**config.mk**
```make
export PLATFORM = sky130hd
export DESIGN_NAME = i2c_target
export DESIGN_NICKNAME = d
export VERILOG_FILES = /design/src/rtl/i2c_target.sv
export SDC_FILE = /design/constraint.sdc
export NUM_CORES = 1
export LEC_CHECK = 0
export BUFFER_PORTS_ARGS = -buffer_cell sky130_fd_sc_hd__buf_2
export CORE_MARGIN = 10
export CORE_UTILIZATION = 30
export CTS_CLUSTER_SIZE = 30
export DETAILED_ROUTE_END_ITERATION = 10
export PLACE_DENSITY = 0.51
export REMOVE_ABC_BUFFERS = 1
export SETUP_SLACK_MARGIN = 0.1
export SLEW_MARGIN = 40
export SYNTH_ARGS = -nofsm -noshare
export SYNTH_HDL_FRONTEND = slang
export SYNTH_SLANG_ARGS = --single-unit
```
**constraint.sdc**
```tcl
create_clock -name clk -period 3.01 [get_ports clk]
set_input_delay 0.903 -clock clk [delete_from_list [all_inputs] [get_ports clk]]
set_output_delay 0.903 -clock clk [all_outputs]
set_load 0.1 [all_outputs]
```
**src/rtl/i2c_target.sv**
```systemverilog
// i2c_target: I2C responder at a fixed 7-bit address that emulates a small
// EEPROM-style byte array (pointer write, sequential writes, current-address
// and random reads). SCL/SDA are oversampled on clk; SDA is open-drain.
`timescale 1ns/1ps
module i2c_target #(
  parameter logic [6:0] TARGET_ADDR = 7'h50,
  parameter int         MEM_DEPTH   = 16
) (
  input  logic                         clk,
  input  logic                         rst_n,
  input  logic                         scl_i,
  input  logic                         sda_i,
  output logic                         sda_oe,
  input  logic                         load_en,
  input  logic [$clog2(MEM_DEPTH)-1:0] load_addr,
  input  logic [7:0]                   load_data,
  output logic                         wr_valid,
  output logic [$clog2(MEM_DEPTH)-1:0] wr_addr,
  output logic [7:0]                   wr_data,
  output logic                         busy
);
  localparam int AW = $clog2(MEM_DEPTH);

  typedef enum logic [3:0] {
    ST_IDLE, ST_ADDR, ST_ACK_ADDR, ST_RX_PTR, ST_RX_DATA,
    ST_ACK_RX, ST_TX_DATA, ST_RX_ACK, ST_HOLD
  } state_t;

  state_t          state, state_nxt;
  logic            scl_p0, scl_p1, scl_p2, sda_p0, sda_p1, sda_p2;
  logic            scl_rise, scl_fall, start_det, stop_det;
  logic            sda_oe_nxt, busy_nxt, rw, rw_nxt, nack, nack_nxt;
  logic [3:0]      bit_cnt, bit_cnt_nxt;
  logic [7:0]      shift, shift_nxt, rx_byte, tx_byte;
  logic [AW-1:0]   ptr, ptr_nxt, wr_addr_nxt;
  logic            wr_valid_nxt, commit;
  logic [7:0]      wr_data_nxt;
  logic [7:0]      mem [MEM_DEPTH];

  // Pad synchronizers: _p1 is the synced level, _p2 the previous sample; idle bus is high
  always_ff @(posedge clk or negedge rst_n) begin
    if (!rst_n) begin
      scl_p0 <= 1'b1; scl_p1 <= 1'b1; scl_p2 <= 1'b1;
      sda_p0 <= 1'b1; sda_p1 <= 1'b1; sda_p2 <= 1'b1;
    end else begin
      scl_p0 <= scl_i; scl_p1 <= scl_p0; scl_p2 <= scl_p1;
      sda_p0 <= sda_i; sda_p1 <= sda_p0; sda_p2 <= sda_p1;
    end
  end

  assign scl_rise  = scl_p1 & ~scl_p2;
  assign scl_fall  = ~scl_p1 & scl_p2;
  assign start_det = scl_p1 & sda_p2 & ~sda_p1;
  assign stop_det  = scl_p1 & ~sda_p2 & sda_p1;
  assign rx_byte   = {shift[6:0], sda_p1};
  assign tx_byte   = mem[ptr];

  // Control and datapath registers
  always_ff @(posedge clk or negedge rst_n) begin
    if (!rst_n) begin
      state    <= ST_IDLE;
      sda_oe   <= 1'b0;
      busy     <= 1'b0;
      bit_cnt  <= 4'd0;
      shift    <= 8'h00;
      ptr      <= '0;
      rw       <= 1'b0;
      nack     <= 1'b0;
      wr_valid <= 1'b0;
      wr_addr  <= '0;
      wr_data  <= 8'h00;
    end else begin
      state    <= state_nxt;
      sda_oe   <= sda_oe_nxt;
      busy     <= busy_nxt;
      bit_cnt  <= bit_cnt_nxt;
      shift    <= shift_nxt;
      ptr      <= ptr_nxt;
      rw       <= rw_nxt;
      nack     <= nack_nxt;
      wr_valid <= wr_valid_nxt;
      wr_addr  <= wr_addr_nxt;
      wr_data  <= wr_data_nxt;
    end
  end

  // Bus protocol: START/STOP override everything, otherwise act on SCL edges
  always_comb begin
    state_nxt    = state;
    sda_oe_nxt   = sda_oe;
    busy_nxt     = busy;
    bit_cnt_nxt  = bit_cnt;
    shift_nxt    = shift;
    ptr_nxt      = ptr;
    rw_nxt       = rw;
    nack_nxt     = nack;
    wr_valid_nxt = 1'b0;
    wr_addr_nxt  = wr_addr;
    wr_data_nxt  = wr_data;
    commit       = 1'b0;
    if (stop_det) begin
      state_nxt  = ST_IDLE;
      sda_oe_nxt = 1'b0;
      busy_nxt   = 1'b0;
    end else if (start_det) begin
      state_nxt   = ST_ADDR;
      bit_cnt_nxt = 4'd0;
      shift_nxt   = 8'h00;
      sda_oe_nxt  = 1'b0;
    end else begin
      unique case (state)
        ST_ADDR, ST_RX_PTR, ST_RX_DATA: begin
          if (scl_rise) begin
            shift_nxt   = rx_byte;
            bit_cnt_nxt = bit_cnt + 4'd1;
            if (bit_cnt == 4'd7) begin
              bit_cnt_nxt = 4'd0;
              if (state == ST_ADDR) begin
                if (rx_byte[7:1] == TARGET_ADDR) begin
                  state_nxt = ST_ACK_ADDR;
                  rw_nxt    = rx_byte[0];
                end else begin
                  state_nxt = ST_IDLE;
                  busy_nxt  = 1'b0;
                end
              end else if (state == ST_RX_PTR) begin
                ptr_nxt   = rx_byte[AW-1:0];
                state_nxt = ST_ACK_RX;
              end else begin
                commit       = 1'b1;
                wr_valid_nxt = 1'b1;
                wr_addr_nxt  = ptr;
                wr_data_nxt  = rx_byte;
                ptr_nxt      = ptr + 1'b1;
                state_nxt    = ST_ACK_RX;
              end
            end
          end
        end
        ST_ACK_ADDR: begin
          // sda_oe doubles as the "ACK already driven" flag
          if (scl_fall) begin
            if (!sda_oe) begin
              sda_oe_nxt = 1'b1;
            end else begin
              busy_nxt = 1'b1;
              if (rw) begin
                state_nxt   = ST_TX_DATA;
                shift_nxt   = {tx_byte[6:0], 1'b0};
                sda_oe_nxt  = ~tx_byte[7];
                bit_cnt_nxt = 4'd1;
              end else begin
                state_nxt  = ST_RX_PTR;
                sda_oe_nxt = 1'b0;
              end
            end
          end
        end
        ST_ACK_RX: begin
          if (scl_fall) begin
            if (!sda_oe) begin
              sda_oe_nxt = 1'b1;
            end else begin
              sda_oe_nxt = 1'b0;
              state_nxt  = ST_RX_DATA;
            end
          end
        end
        ST_TX_DATA: begin
          if (scl_fall) begin
            if (bit_cnt == 4'd8) begin
              sda_oe_nxt = 1'b0;
              state_nxt  = ST_RX_ACK;
            end else begin
              sda_oe_nxt  = ~shift[7];
              shift_nxt   = {shift[6:0], 1'b0};
              bit_cnt_nxt = bit_cnt + 4'd1;
            end
          end
        end
        ST_RX_ACK: begin
          // bit_cnt 8 = waiting for the ACK rise, 9 = ACK sampled, waiting for the fall
          if (scl_rise && bit_cnt == 4'd8) begin
            nack_nxt    = sda_p1;
            ptr_nxt     = ptr + 1'b1;
            bit_cnt_nxt = 4'd9;
          end else if (scl_fall && bit_cnt == 4'd9) begin
            if (nack) begin
              state_nxt = ST_HOLD;
            end else begin
              state_nxt   = ST_TX_DATA;
              shift_nxt   = {tx_byte[6:0], 1'b0};
              sda_oe_nxt  = ~tx_byte[7];
              bit_cnt_nxt = 4'd1;
            end
          end
        end
        default: begin
        end
      endcase
    end
  end

  // Byte array: I2C commit first, host load last so the host wins on a shared address
  always_ff @(posedge clk or negedge rst_n) begin
    if (!rst_n) begin
      for (int i = 0; i < MEM_DEPTH; i++) mem[i] <= 8'h00;
    end else begin
      if (commit)  mem[ptr] <= rx_byte;
      if (load_en) mem[load_addr] <= load_data;
    end
  end

endmodule

```
# Word-level counts from Yosys, hierarchy flattened
# Index checks and enable logic that the tools add are counted.
# W data, S select, Z words.
# totals
word_cells	206
out_inout_bits	15
ff_bits	171
input_bits	17
# op_classes
n_mux	86
eq_ne	44
magnitude_cmp	4
n_reduce_logical	19
bitwise_logic	18
n_addsub	2
# ops
operator	count
$bwmux W128	2
$mux W128	2
$mux W4	30
$mux W8	14
$demux W8 S4	2
$ne A4 B4 Y1 const B	13
$ne A3 B3 Y1 const B	15
$bmux W8 S4	1
$pmux W8 S4	1
$reduce_and A7 Y1	4
$mux W1	27
$reduce_and A11 Y1	2
$eq A4 B3 Y1 const B	5
$pmux W4 S5	1
$pmux W4 S4	1
$ge A5 B5 Y1 const B	2
$lt A5 B1 Y1 const B	2
$not A1 Y1	10
$not A4 Y5	2
$reduce_and A10 Y1	1
$add A4 B1 Y4 const B	2
$eq A4 B2 Y1 const B	2
$eq A4 B4 Y1 const B	2
$ne A2 B2 Y1 const B	4
18 further kinds	26

# Depth between registers and ports, before layout
# logic_depth
ltp_word	11
ltp_mapped	9
ltp_nobuf	7

# Worst setup path before layout
# OpenSTA, ideal clock, no wires.
# synth_path
path_type	register to register
from	reg sda_oe
to	reg bit_cnt[3]
required_ns	2.885
setup_slack_ns	0.796
t_arrival_ns	2.089
synth_period_minus_slack_ns	2.214
setup_time_ns	0.125
stages_incl_launch_ff	6
path_buffers	0
cell_sequence	dfrtp_1 nand2_1 a22oi_1 o21ai_1 a211oi_2 mux2_2
# synth_between
elab_chain_cells	2
# synth_lines
item	line_no	source
start, declared	13	output logic sda_oe,
start signal, assigned	74	sda_oe <= sda_oe_nxt;
$ne A3 B3 Y1 (no source line)	-	
$reduce_and A10 Y1 (no source line)	-	
end signal, assigned	76	bit_cnt <= bit_cnt_nxt;
end, declared	33	logic [3:0] bit_cnt, bit_cnt_nxt;
# Every way passes these cells.
# A chain may end at the register's enable or synchronous reset.

# Worst setup path after layout
# layout_path
from	reg state[1]
to	reg shift[7]
# layout_between
elab_chain_cells	4
word_cells_on_any_way	20
cone_classes	15 x eq/ne; 2 x mux; 3 x reduce/logical
# layout_lines
item	line_no	source
start, declared	29	state_t state, state_nxt;
start signal, assigned	73	state <= state_nxt;
$eq A4 B1 Y1 (tied with other cells)	111	unique case (state)
$reduce_or A3 Y1	111	
$ne A3 B3 Y1 (no source line) (tied with other cells)	-	
$reduce_and A11 Y1 (no source line) or $mux W8 (tied branches)	-	
end signal, assigned	77	shift <= shift_nxt;
end, declared	34	logic [7:0] shift, shift_nxt, rx_byte, tx_byte;
# Parallel ways exist; a longest one is shown, timed or not.

==> flow_summary.toml <==
[outcome]
status = "finished, final reports clean"

[global_routing]
grt_usage_pct = 14.7
grt_pass1_wl_um = 44800
grt_pass1_vias = 6972
grt_overflow = 0
antenna_found_initial = 1
grt_max_degree = 61

[placed_design]
dpl.hpwl_um = 19200
dp.cells = 1335
place_area_um2 = 10300
place_ws_ns = 0.519
routabilityCongestion = 0.824
numPortBuffers = 31

[clock_network]
clock_latency_ns = 0.44
cts_buffers = 17
clk_pin_slew_worst_paths_ns = 0.07
post-cts-setup-buffers = 0
cts_max_level = 4
cts_tree = "done"
numClockSinks = 171
ctsRootBufferMaster = "clkbuf_16"
hold_buffers = 0
clockBufferDepth = 2
cts.repair.resized = 0

[timing]
worst_slack_ns = 0.552
setup_viol = 0
fmax_mhz = 407
finalCritPeriodShare_pct = 81.7
fin_crit_ns = 2.46
worst_pin_slew_ns = 0.746
rsz0062_at_grt = "false"
clock_skew_ns = 0.0135
hold_violations = 0
maxSlewViolCount = 0
finalSetupTns_ns = 0
max_slew_margin_pct = 49.0

[detailed_routing]
drtAntennaViolNets = 0
vias_per_cell = 5.25
route.detailed.drc = 0
routed-via-count = 7177
drt_pass1_iterations = 5
drt_iter0_drc = 707
drt-total-wl_um = 28700
wl_per_cell_um = 21.0

[synthesis]
ys_seq_area_share_pct = 44.1
synth_area_leader_cell = "dfrtp_1"
synth_top_area_share_pct = 42.5
synth_edf_count = 0
ys.flop_type = "dfrtp_1"
netlist_area_um2 = 9710
netlist_instances = 960
synthArstFlopShare_pct = 100
yosysWarningCount = 0
ys_types = 63
ys_seq_elements = 171
synth.avg_cell_area_um2 = 10.1
synth_area_leaders = "dfrtp_1 43%, mux2i_1 13%, a21oi_1 7.6%, mux4_2 6.7%, nor2_1 5.6%"

[floorplanning]
fp.dieH_um = 200
die_w_um = 200
dieArea_um2 = 40000
start_util_pct = 30.6
num_io_pins = 32
core_area_um2 = 31700
rows = 65

[pwr]
p_per_area_nw_per_um2 = 688
power_leakage_uw = 0.00497
ir_worst_vdd_mv = 0.449
finalPower_uw = 7470

[layout]
final_cells = 1367
drive_above_1_share_pct = 17.2
fin_nets = 976
layout_commonest_cell = "dfrtp_1"
final_cell_mix = "162 x dfrtp_1, 147 x a21oi_1, 144 x nor2_1"
antenna_cells = 0
syn_to_final_growth_pct = 11.7
design_area_um2 = 10900

[worst_hold_path]
hold_path_end = "sda_p1$_DFF_PN1_"
min_from = "sda_p0$_DFF_PN1_"
whs_path_depth = 0
min_path_type = "reg -> reg"

[setup_path]
path_class = "reg -> reg"
critPathRequiredTime_ns = 3.36
critPathMaxFanout = 21
startpoint = "state[1]$_DFFE_PN0P_"
worstPathArrival_ns = 2.81
endpoint_kind = "flip-flop"
r2r_cells = 5
worst_setup_path_start_kind = "flip-flop"
reg2reg_slack_ns = 0.55
rr_startpoint = "state[1]$_DFFE_PN0P_"
worstReg2RegEnd = "shift[7]$_DFFE_PN0P_"

[run]
cap_violations = 0
-- cell type report --
class	instances	area (µm²)
Fill cell	3230	20900
Tap cell	402	503
Clock buffer	18	439
Inverter	9	33.8
Multi-Input combinational cell	699	5040
Timing Repair Buffer	54	397
Clock inverter	14	146
Sequential cell	171	4290
-- synthesized netlist by cell type (all sizes together), types with 3 or more instances --
cell       n
ha         7
dfstp      6
nor2     144
inv        9
buf       25
nand3     26
and3b      5
nand4b     4
nand2b     8
dfrtp    165
a31oi     11
a211oi    12
nor3       9
o21ai     15
nand2     50
and2       5
o31ai      3
and3       5
o22ai      6
nor2b     13
a2111oi    3
nand3b     4
clkbuf    56
a21oi    147
o21a       4
mux2i    123
mux4      29
mux2      16
a22oi     16
nor3b      7
-- how the worst max path moves through the flow --
stage | to | depth (start not counted)
3_3_place_gp | mem[97]$_DFF_PN0_ | 5
3_5_place_dp | mem[102]$_DFF_PN0_ | 5
5_1_grt | shift[7]$_DFFE_PN0P_ | 5
2_1_floorplan | mem[0]$_DFF_PN0_ | 5
4_1_cts | shift[7]$_DFFE_PN0P_ | 5
6_report | shift[7]$_DFFE_PN0P_ | 5
-- worst max-delay path, cell delays in order, from the launching register on --
cell and delay [ns]:
dfrtp_1 0.73, nand2b_1 0.15, or3_1 0.71, nor4_1 0.39, a211oi_1 0.12, a211oi_1 0.26
-- sequential cells by signal, indices dropped and copies added (netlist names) --
| signal | count |
|---|---|
| mem | 128 |
| shift | 8 |
| wr_data | 8 |
| bit_cnt | 4 |
| ptr | 4 |
| state | 4 |
| wr_addr | 4 |
| busy | 1 |
| nack | 1 |
| rw | 1 |
| scl_p0 | 1 |
| scl_p1 | 1 |
| scl_p2 | 1 |
| sda_oe | 1 |
| sda_p0 | 1 |
| sda_p1 | 1 |
| sda_p2 | 1 |
| wr_valid | 1 |
-- metrics by stage --
stage	hold slack [ns]	utilization (%)
after global routing	0.360	34.2
after detailed placement	0.348	32.4
after CTS	0.357	34.2
after floorplan	0.345	-
after global placement	0.350	32.4
final	0.356	34.2
-- routing by layer --
metal	track usage, %	vias up	wire length [µm]
met5	0	-	20
met4	3.84	2	413
met3	2.41	27	1310
met2	22.2	175	12900
met1	21.3	3525	14100
li1	-	3448	-
-- logic make-up after synthesis --
group	count (synthesis)	synth area share [%]
muxes	168	21.3
buffers and inverters	90	4.07
and+or+nand+nor	294	15.9
xor gates and xnor gates	1	0.0902
adders and majority gates	7	0.902
DFF	171	44.1
AOI/OAI and AO/OA	229	13.6
-- power breakdown --
group / leakage (µW) / total, µW / internal [µW] / switching (µW)
registers: 0.00190 / 3130 / 2740 / 388
clock network: 0.000285 / 2210 / 1130 / 1090
logic: 0.00279 / 2120 / 909 / 1210
total: 0.00497 / 7470 / 4780 / 2690
(Power assumes the default switching activity.)
